File: config.mk
export PLATFORM = sky130hd
export DESIGN_NAME = control_sequencer
export DESIGN_NICKNAME = d
export VERILOG_FILES = /design/src/rtl/control_sequencer.sv
export SDC_FILE = /design/constraint.sdc
export NUM_CORES = 1
export LEC_CHECK = 0
export ABC_CLOCK_PERIOD_IN_PS = 2500
export CAP_MARGIN = 15
export CORE_MARGIN = 2
export CORE_UTILIZATION = 23
export CTS_CLUSTER_SIZE = 12
export DETAILED_ROUTE_END_ITERATION = 8
export PLACE_DENSITY = 0.66
export SLEW_MARGIN = 20
export SYNTH_ARGS = -nofsm -noshare
export SYNTH_HDL_FRONTEND = slang
export SYNTH_SLANG_ARGS = --single-unit
File: constraint.sdc
create_clock -name Clock -period 2.5 [get_ports Clock]
set_input_delay 0.5 -clock Clock [delete_from_list [all_inputs] [get_ports Clock]]
set_output_delay 0.5 -clock Clock [all_outputs]
set_load 0.05 [all_outputs]
File: src/rtl/control_sequencer.sv
// -----------------------------------------------------------------------------
// control_sequencer
//
// Hardwired control unit for a simple bus-based datapath. Steps through
// fetch (T0..T2) and execute (T3..T6) one state per clock and drives Moore
// datapath strobes from the current state and the decoded instruction.
//
// Ports
//   Clock      : system clock, all state changes on the rising edge
//   clear      : synchronous active-high reset, forces RST from any state
//   IR[31:0]   : instruction register, opcode [31:27], Ra [26:23],
//                Rb [22:19], Rc [18:15]; only looked at in T3..T6
//   MemReady   : memory read data valid, sampled in T1
//   Rin/Rout   : one-hot general register load / drive strobes (bit n = Rn)
//   PCout .. LOin : single-bit datapath strobes
//   opcode     : ALU operation select, nonzero only in T4 of an ALU op
//   Run        : 1 unless the sequencer is halted
//
// Build option
//   CU_MULDIV_EN : when defined, mul/div run a 7-cycle sequence that writes
//                  HI/LO through T6. When undefined, mul/div decode as nop,
//                  T6 is never entered and Zhighin/Zhighout/HIin/LOin are 0.
// -----------------------------------------------------------------------------
module control_sequencer (
    input  logic        Clock,
    input  logic        clear,
    input  logic [31:0] IR,
    input  logic        MemReady,
    output logic [15:0] Rin,
    output logic [15:0] Rout,
    output logic        PCout,
    output logic        PCin,
    output logic        IncPC,
    output logic        MARin,
    output logic        MDRin,
    output logic        MDRout,
    output logic        Read,
    output logic        IRin,
    output logic        Yin,
    output logic        Zlowin,
    output logic        Zhighin,
    output logic        Zlowout,
    output logic        Zhighout,
    output logic        HIin,
    output logic        LOin,
    output logic [4:0]  opcode,
    output logic        Run
);

    typedef enum logic [3:0] {
        ST_RST,
        ST_T0,
        ST_T1,
        ST_T2,
        ST_T3,
        ST_T4,
        ST_T5,
        ST_T6,
        ST_HALT
    } state_e;

    // nop (11001) and every undefined opcode share the default decode path,
    // so only the opcodes that change sequencing are named here.
    localparam logic [4:0] OP_ADD  = 5'b00011;
    localparam logic [4:0] OP_SUB  = 5'b00100;
    localparam logic [4:0] OP_AND  = 5'b00101;
    localparam logic [4:0] OP_OR   = 5'b00110;
    localparam logic [4:0] OP_HALT = 5'b11010;
`ifdef CU_MULDIV_EN
    localparam logic [4:0] OP_MUL  = 5'b01111;
    localparam logic [4:0] OP_DIV  = 5'b10000;
`endif

    state_e state_q;
    state_e state_d;

    logic [4:0]  ir_op;
    logic        op_alu2;     // add/sub/and/or: result to Rin[Ra] in T5
    logic        op_muldiv;   // mul/div: result to LO/HI in T5/T6
    logic        op_halt;
    logic [15:0] ra_onehot;
    logic [15:0] rb_onehot;
    logic [15:0] rc_onehot;

    // Low IR bits carry immediates for other units; not used for sequencing.
    logic        unused_ir_bits;
    assign unused_ir_bits = ^IR[14:0];

    // -------------------------------------------------------------------------
    // Instruction decode
    // -------------------------------------------------------------------------
    always_comb begin
        ir_op     = IR[31:27];
        op_alu2   = (ir_op == OP_ADD) || (ir_op == OP_SUB) ||
                    (ir_op == OP_AND) || (ir_op == OP_OR);
`ifdef CU_MULDIV_EN
        op_muldiv = (ir_op == OP_MUL) || (ir_op == OP_DIV);
`else
        op_muldiv = 1'b0;
`endif
        op_halt   = (ir_op == OP_HALT);
        ra_onehot = 16'h0001 << IR[26:23];
        rb_onehot = 16'h0001 << IR[22:19];
        rc_onehot = 16'h0001 << IR[18:15];
    end

    // -------------------------------------------------------------------------
    // State register; clear wins over every transition including T1 stalls.
    // -------------------------------------------------------------------------
    // NOTE: sequential state uses non-blocking assignment so every flop
    // samples the pre-edge values, independent of process ordering.
    always_ff @(posedge Clock) begin
        if (clear) begin
            state_q <= ST_RST;
        end else begin
            state_q <= state_d;
        end
    end

    // -------------------------------------------------------------------------
    // Next-state logic
    // -------------------------------------------------------------------------
    // NOTE: state_d gets a default before the case so no path leaves it
    // unassigned, which would otherwise infer a latch.
    always_comb begin
        state_d = state_q;
        case (state_q)
            ST_RST:  state_d = ST_T0;
            ST_T0:   state_d = ST_T1;
            ST_T1:   state_d = MemReady ? ST_T2 : ST_T1;
            ST_T2:   state_d = ST_T3;
            ST_T3: begin
                if (op_alu2 || op_muldiv) begin
                    state_d = ST_T4;
                end else if (op_halt) begin
                    state_d = ST_HALT;
                end else begin
                    state_d = ST_T0;
                end
            end
            ST_T4:   state_d = ST_T5;
            ST_T5:   state_d = op_muldiv ? ST_T6 : ST_T0;
            ST_T6:   state_d = ST_T0;
            ST_HALT: state_d = ST_HALT;
            default: state_d = ST_RST;
        endcase
    end

    // -------------------------------------------------------------------------
    // Output logic
    // -------------------------------------------------------------------------
    always_comb begin
        Rin      = '0;
        Rout     = '0;
        PCout    = 1'b0;
        PCin     = 1'b0;
        IncPC    = 1'b0;
        MARin    = 1'b0;
        MDRin    = 1'b0;
        MDRout   = 1'b0;
        Read     = 1'b0;
        IRin     = 1'b0;
        Yin      = 1'b0;
        Zlowin   = 1'b0;
        Zhighin  = 1'b0;
        Zlowout  = 1'b0;
        Zhighout = 1'b0;
        HIin     = 1'b0;
        LOin     = 1'b0;
        opcode   = 5'b00000;
        Run      = 1'b1;
        case (state_q)
            ST_T0: begin
                PCout  = 1'b1;
                MARin  = 1'b1;
                IncPC  = 1'b1;
                Zlowin = 1'b1;
            end
            ST_T1: begin
                Zlowout = 1'b1;
                Read    = 1'b1;
                MDRin   = 1'b1;
                // PC is loaded from Z once only, in the cycle that leaves T1;
                // during a stall the read is held without re-writing PC.
                PCin    = MemReady;
            end
            ST_T2: begin
                MDRout = 1'b1;
                IRin   = 1'b1;
            end
            ST_T3: begin
                if (op_alu2 || op_muldiv) begin
                    Rout = rb_onehot;
                    Yin  = 1'b1;
                end
            end
            ST_T4: begin
                Rout    = rc_onehot;
                Zlowin  = 1'b1;
                opcode  = ir_op;
`ifdef CU_MULDIV_EN
                Zhighin = op_muldiv;
`endif
            end
            ST_T5: begin
                Zlowout = 1'b1;
`ifdef CU_MULDIV_EN
                if (op_muldiv) begin
                    LOin = 1'b1;
                end else begin
                    Rin  = ra_onehot;
                end
`else
                Rin = ra_onehot;
`endif
            end
            ST_T6: begin
`ifdef CU_MULDIV_EN
                Zhighout = 1'b1;
                HIin     = 1'b1;
`endif
            end
            ST_HALT: begin
                Run = 1'b0;
            end
            default: begin
            end
        endcase
    end

endmodule
-- Word-level counts from Yosys, hierarchy flattened
Index checks and enable logic that the tools add are counted.
- reductions and logical operators: 7
- shift-type cells: 3
- mux-type cells: 17
- equal/unequal tests: 13
- operators with widths (kind ; number):
    1-bit by 4-bit << shifter with 16-bit output (first input constant) ; 3
    16-bit two-way mux ; 2
    16-bit one-hot mux with 2 select lines ; 1
    4-bit one-hot mux with 7 select lines ; 1
    4-bit by 3-bit equality test with 1-bit output (second input constant) ; 4
    5-bit by 3-bit equality test with 1-bit output (second input constant) ; 3
    1-bit two-way mux ; 10
    4-bit by 2-bit equality test with 1-bit output (second input constant) ; 2
    4-bit two-way mux ; 2
    5-bit by 2-bit equality test with 1-bit output (second input constant) ; 1
    5-bit equality test (second input constant) ; 1
    5-bit two-way mux ; 1
    4-bit by 1-bit equality test with 1-bit output (second input constant) ; 1
    4-bit equality test (second input constant) ; 1
    4-bit logical NOT ; 1
    2-bit OR reduction ; 2
    1-bit logical OR ; 3
    3-bit OR reduction ; 1
- output and inout port bits: 53
- flip-flop bits (word level): 4
- bits of input ports: 35

-- Depth between registers and ports, before layout
Gate-level depths: netlist of run 1.
- word-level depth: 6
- depth in mapped cells: 5

-- Worst setup path after synthesis of run 1
OpenSTA, ideal clock, no wires.
- path kind: input-to-output
- start: input port IR[28]
- end: output port Rout[10]
- cell stages on the path: 5
- data required time: 2.000 ns
- data arrival time: 2.293 ns
- path slack: -0.293 ns
- cell sequence: nand2_1 > xnor2_1 > nand3_4 > buf_6 > o31ai_1
- cells in the longest elaborated chain, start to end: 6
- ends and longest elaborated chain (item ; RTL line ; RTL):
    start, declared ; 27 ; input logic [31:0] IR,
    5-bit by 2-bit equality test with 1-bit output or 5-bit by 3-bit equality test with 1-bit output (tied branches) ; 94 ; op_alu2 = (ir_op == OP_ADD) || (ir_op == OP_SUB) ||
    1-bit logical OR (2 in series) ; 94 ;
    1-bit logical OR * ; 95 ; (ir_op == OP_AND) || (ir_op == OP_OR);
    16-bit two-way mux * ; 192 ; if (op_alu2 || op_muldiv) begin
    16-bit one-hot mux with 2 select lines * ; 172 ; case (state_q)
    end, declared ; 30 ; output logic [15:0] Rout,
Mark *: on every way between the ends. The rest lies on a longest branch, timed or not.

-- Final worst setup path of run 1
- start: input port IR[30]
- end: output port Rout[11]
The elaborated chain is that of the path after synthesis.

==> results of run 1 <==
==> synth_stat cells <==
master | number | area share (%)
o21ai_0 | 2 | 1.2
nand4bb_1 | 1 | 1.3
nor2_1 | 20 | 8.8
inv_1 | 4 | 1.8
clkbuf_1 | 1 | 0.44
nor3_1 | 10 | 5.8
nand2b_1 | 10 | 7.3
a21oi_1 | 5 | 2.9
nor4_1 | 2 | 1.5
conb_1 | 1 | 0.44
nor3b_1 | 2 | 1.8
nand2b_4 | 1 | 1.6
nand3b_1 | 2 | 1.8
nand3_1 | 6 | 3.5
and4bb_1 | 1 | 1.5
xnor2_1 | 1 | 1.0
or2_2 | 2 | 1.5
xor2_1 | 1 | 1.0
nor3_4 | 1 | 1.9
and2_1 | 5 | 3.6
nor2b_1 | 2 | 1.5
nand2_1 | 18 | 7.9
o31ai_1 | 15 | 13
buf_4 | 11 | 9.6
and3_1 | 1 | 0.73
dfxtp_1 | 4 | 9.3
nand3_4 | 1 | 2.0
nand4b_1 | 1 | 1.0
buf_6 | 1 | 1.3
o31ai_2 | 2 | 2.9
==> worst max-delay path, stage by stage <==
cell	delay [ps]
clkdlybuf4s50_1	470
nor2_4	220
nand3_4	220
o31ai_4	250
buf_4	170
buf_12	130
==> area by class of cell <==
cell class / instances / area (um^2)
clock buffer: 3 / 41.3
fill: 296 / 1300
inverter: 4 / 15.0
multi-input combinational: 118 / 898
sequential: 4 / 83.8
tap: 48 / 60.1
timing repair buffer: 92 / 1240
==> layer usage <==
| metal | track usage (%) | vias up |
|---|---|---|
| li1 | - | 638 |
| met4 | 5.21 | 0 |
| met1 | 22.1 | 594 |
| met3 | 2.95 | 6 |
| met5 | 0 | - |
| met2 | 32.0 | 37 |
==> layout by cell type, fill, tap and decap left out, types with 2 or more instances in the layout <==
cell type	count
a21oi_1	5
o31ai_4	6
buf_4	29
nand3b_1	2
dfxtp_2	3
inv_1	3
clkdlybuf4s50_1	19
o21ai_0	2
buf_12	39
conb_1	4
nand3_1	6
nand2b_1	10
nand3_4	3
nand2_1	17
dlygate4sd2_1	3
or2_2	2
nor3_2	5
nor2_1	19
o31ai_2	10
clkbuf_8	3
nor3_1	5
and2_1	5
nor3b_1	2
nor2b_2	2
==> stage by stage <==
step	area [um^2]	util (%)
after floorplan	900	-
after global placement	2080	57.1
final	2340	64.3
after global routing	2340	64.3
after detailed placement	2080	57.1
after CTS	2280	62.8
==> kinds of logic (layout without fill, tap and decap cells) <==
family / count (synthesis) / in the layout
XOR/XNOR: 2 / 2
other: 1 / 4
flip-flops: 4 / 4
buffers and inverters: 17 / 99
AND/OR/NAND/NOR: 86 / 88
AO/OA/AOI/OAI: 24 / 24
==> report_power, final <==
group	switching [mW]	leakage (nW)	internal, mW	total (mW)
registers	0.0183	0.0341	0.0706	0.0888
logic	0.173	0.849	0.0931	0.266
clock network	0.0325	0.0216	0.103	0.135
total	0.224	0.904	0.266	0.490
==> repair_timing <==
item                                    4_1_cts  5_1_grt
pin swaps                                    13        2
buffers inserted                              1        2
gates resized for setup                      28       10
cloned                                        2        0
endpoints found under the setup margin       16       27
==> final timing paths <==
path	end
setup / recovery	Rout[11]
hold / removal	state_q[3]$_SDFF_PP0_
hold reg to reg	state_q[3]$_SDFF_PP0_
setup reg to reg	state_q[2]$_SDFF_PP0_
==> results.json, run 1 <==
{
  "outcome": "finished clean",
  "hp-start": "state_q[1]$_SDFF_PP0_",
  "fin_nets": 258,
  "power.total_mw": 0.490,
  "holdWs_ps": 595,
  "final_max_slew_viol_count": 0,
  "grt_pass1_vias": 1242,
  "leakagePower_nw": 0.904,
  "yosysSeqAreaShare_pct": 9.34,
  "port_buffers": 68,
  "num_vias": 1275,
  "antenna_left": 0,
  "yosys.area_share.simple_pct": 54.9,
  "rsz0062_at_grt": "true",
  "hp-class": "reg -> reg",
  "vias_per_cell": 4.74,
  "m1WireLength_mm": 1.57,
  "placementRows": 22,
  "max_freq_ghz": 0.404,
  "grt_pass1_wl_mm": 5.94,
  "finalNonFillerCells": 269,
  "postSynthAreaPerCell_um2": 6.40,
  "wl_met2_mm": 2.02,
  "synthMuxAreaShare_pct": 0,
  "regToRegStartpoint": "state_q[3]$_SDFF_PP0_",
  "clkTransAtPathRegs_ps": 30,
  "overflow": 0,
  "worstMarginPinSlew_ps": 505,
  "reg.largest.list": "state_q (4)",
  "die-area_mm2": 0.00423,
  "cts.path.max_buffers": 2,
  "ios": 88,
  "coreArea_mm2": 0.00363,
  "period_needed_ps": 2470,
  "wl_met3_um": 138,
  "routabilityCongestion": 0.838,
  "top_layer": "met4",
  "synth_fa_ha_area_share_pct": 0,
  "powerDensity_mw_per_mm2": 210,
  "critical_path_class": "in -> out",
  "finalWirelength_mm": 3.81,
  "slew_headroom_pct": 66.2,
  "r2r_cells": 6,
  "die_h_um": 65.0,
  "drc": 0,
  "cap_violations": 0,
  "arrival_ps": 1970,
  "ys_warn_count": 0,
  "vdd_drop_max_mv": 0.278,
  "finalCritPeriodShare_pct": 98.9,
  "tritoncts": "built",
  "hold_violations": 0,
  "syn-cell-area_um2": 857,
  "n_antenna_cell": 0,
  "area_growth_pct": 173,
  "largest_reg_flops": 4,
  "tns_ps": 0,
  "worstPathMaxFanout": 8,
  "cts-root-buf": "clkbuf_8",
  "insertion_delay_ps": 220,
  "placedCellCount": 261,
  "syn_inst": 134,
  "critPathLaunch": "IR[30]",
  "drive_gt1_share_pct": 49.8,
  "track_usage_pct": 17.9,
  "top_register": "state_q",
  "dpl_worst_slack_ps": -149,
  "cp.required_ps": 2000,
  "antenna_found_initial": 0,
  "hpwl_mm": 2.66,
  "start_util_pct": 23.6,
  "numCtsBuffers": 3,
  "synth_xor_area_share_pct": 2.04,
  "start_kind": "primary input",
  "cp-end-kind": "output port",
  "first_pass_iters": 4,
  "netlist-cell-type-count": 30,
  "drtIter0Drc": 40,
  "synth_top_family_by_area": "simple AND/OR/NAND/NOR gates",
  "die_w_um": 65.0,
  "cts_sinks": 4,
  "hold_buffers": 0,
  "grt_max_degree": 15,
  "min_delay_path_depth": 1,
  "finClkSkew_ps": 3.55,
  "r2r_slack_ps": 920,
  "avgRoutedWirePerCell_um": 14.1,
  "synth_compound_area_share_pct": 20.1,
  "setup_viol": 0,
  "fin_ws_ps": 27.6,
  "synth-seq-cells": 4,
  "cts_htree_levels": 1
}
Power figures use the tool's default switching activity.
==> inputs of run 2 (changes only) <==
--- a/config.mk
+++ b/config.mk
@@ -9,8 +9,9 @@
 export CAP_MARGIN = 15
 export CORE_MARGIN = 2
 export CORE_UTILIZATION = 23
-export CTS_CLUSTER_SIZE = 12
+export CTS_CLUSTER_SIZE = 20
 export DETAILED_ROUTE_END_ITERATION = 8
+export HOLD_SLACK_MARGIN = 0.12
 export PLACE_DENSITY = 0.66
 export SLEW_MARGIN = 20
 export SYNTH_ARGS = -nofsm -noshare
==> results of run 2 <==
No change in the layout: final DEF, timing and power equal those of run 1.
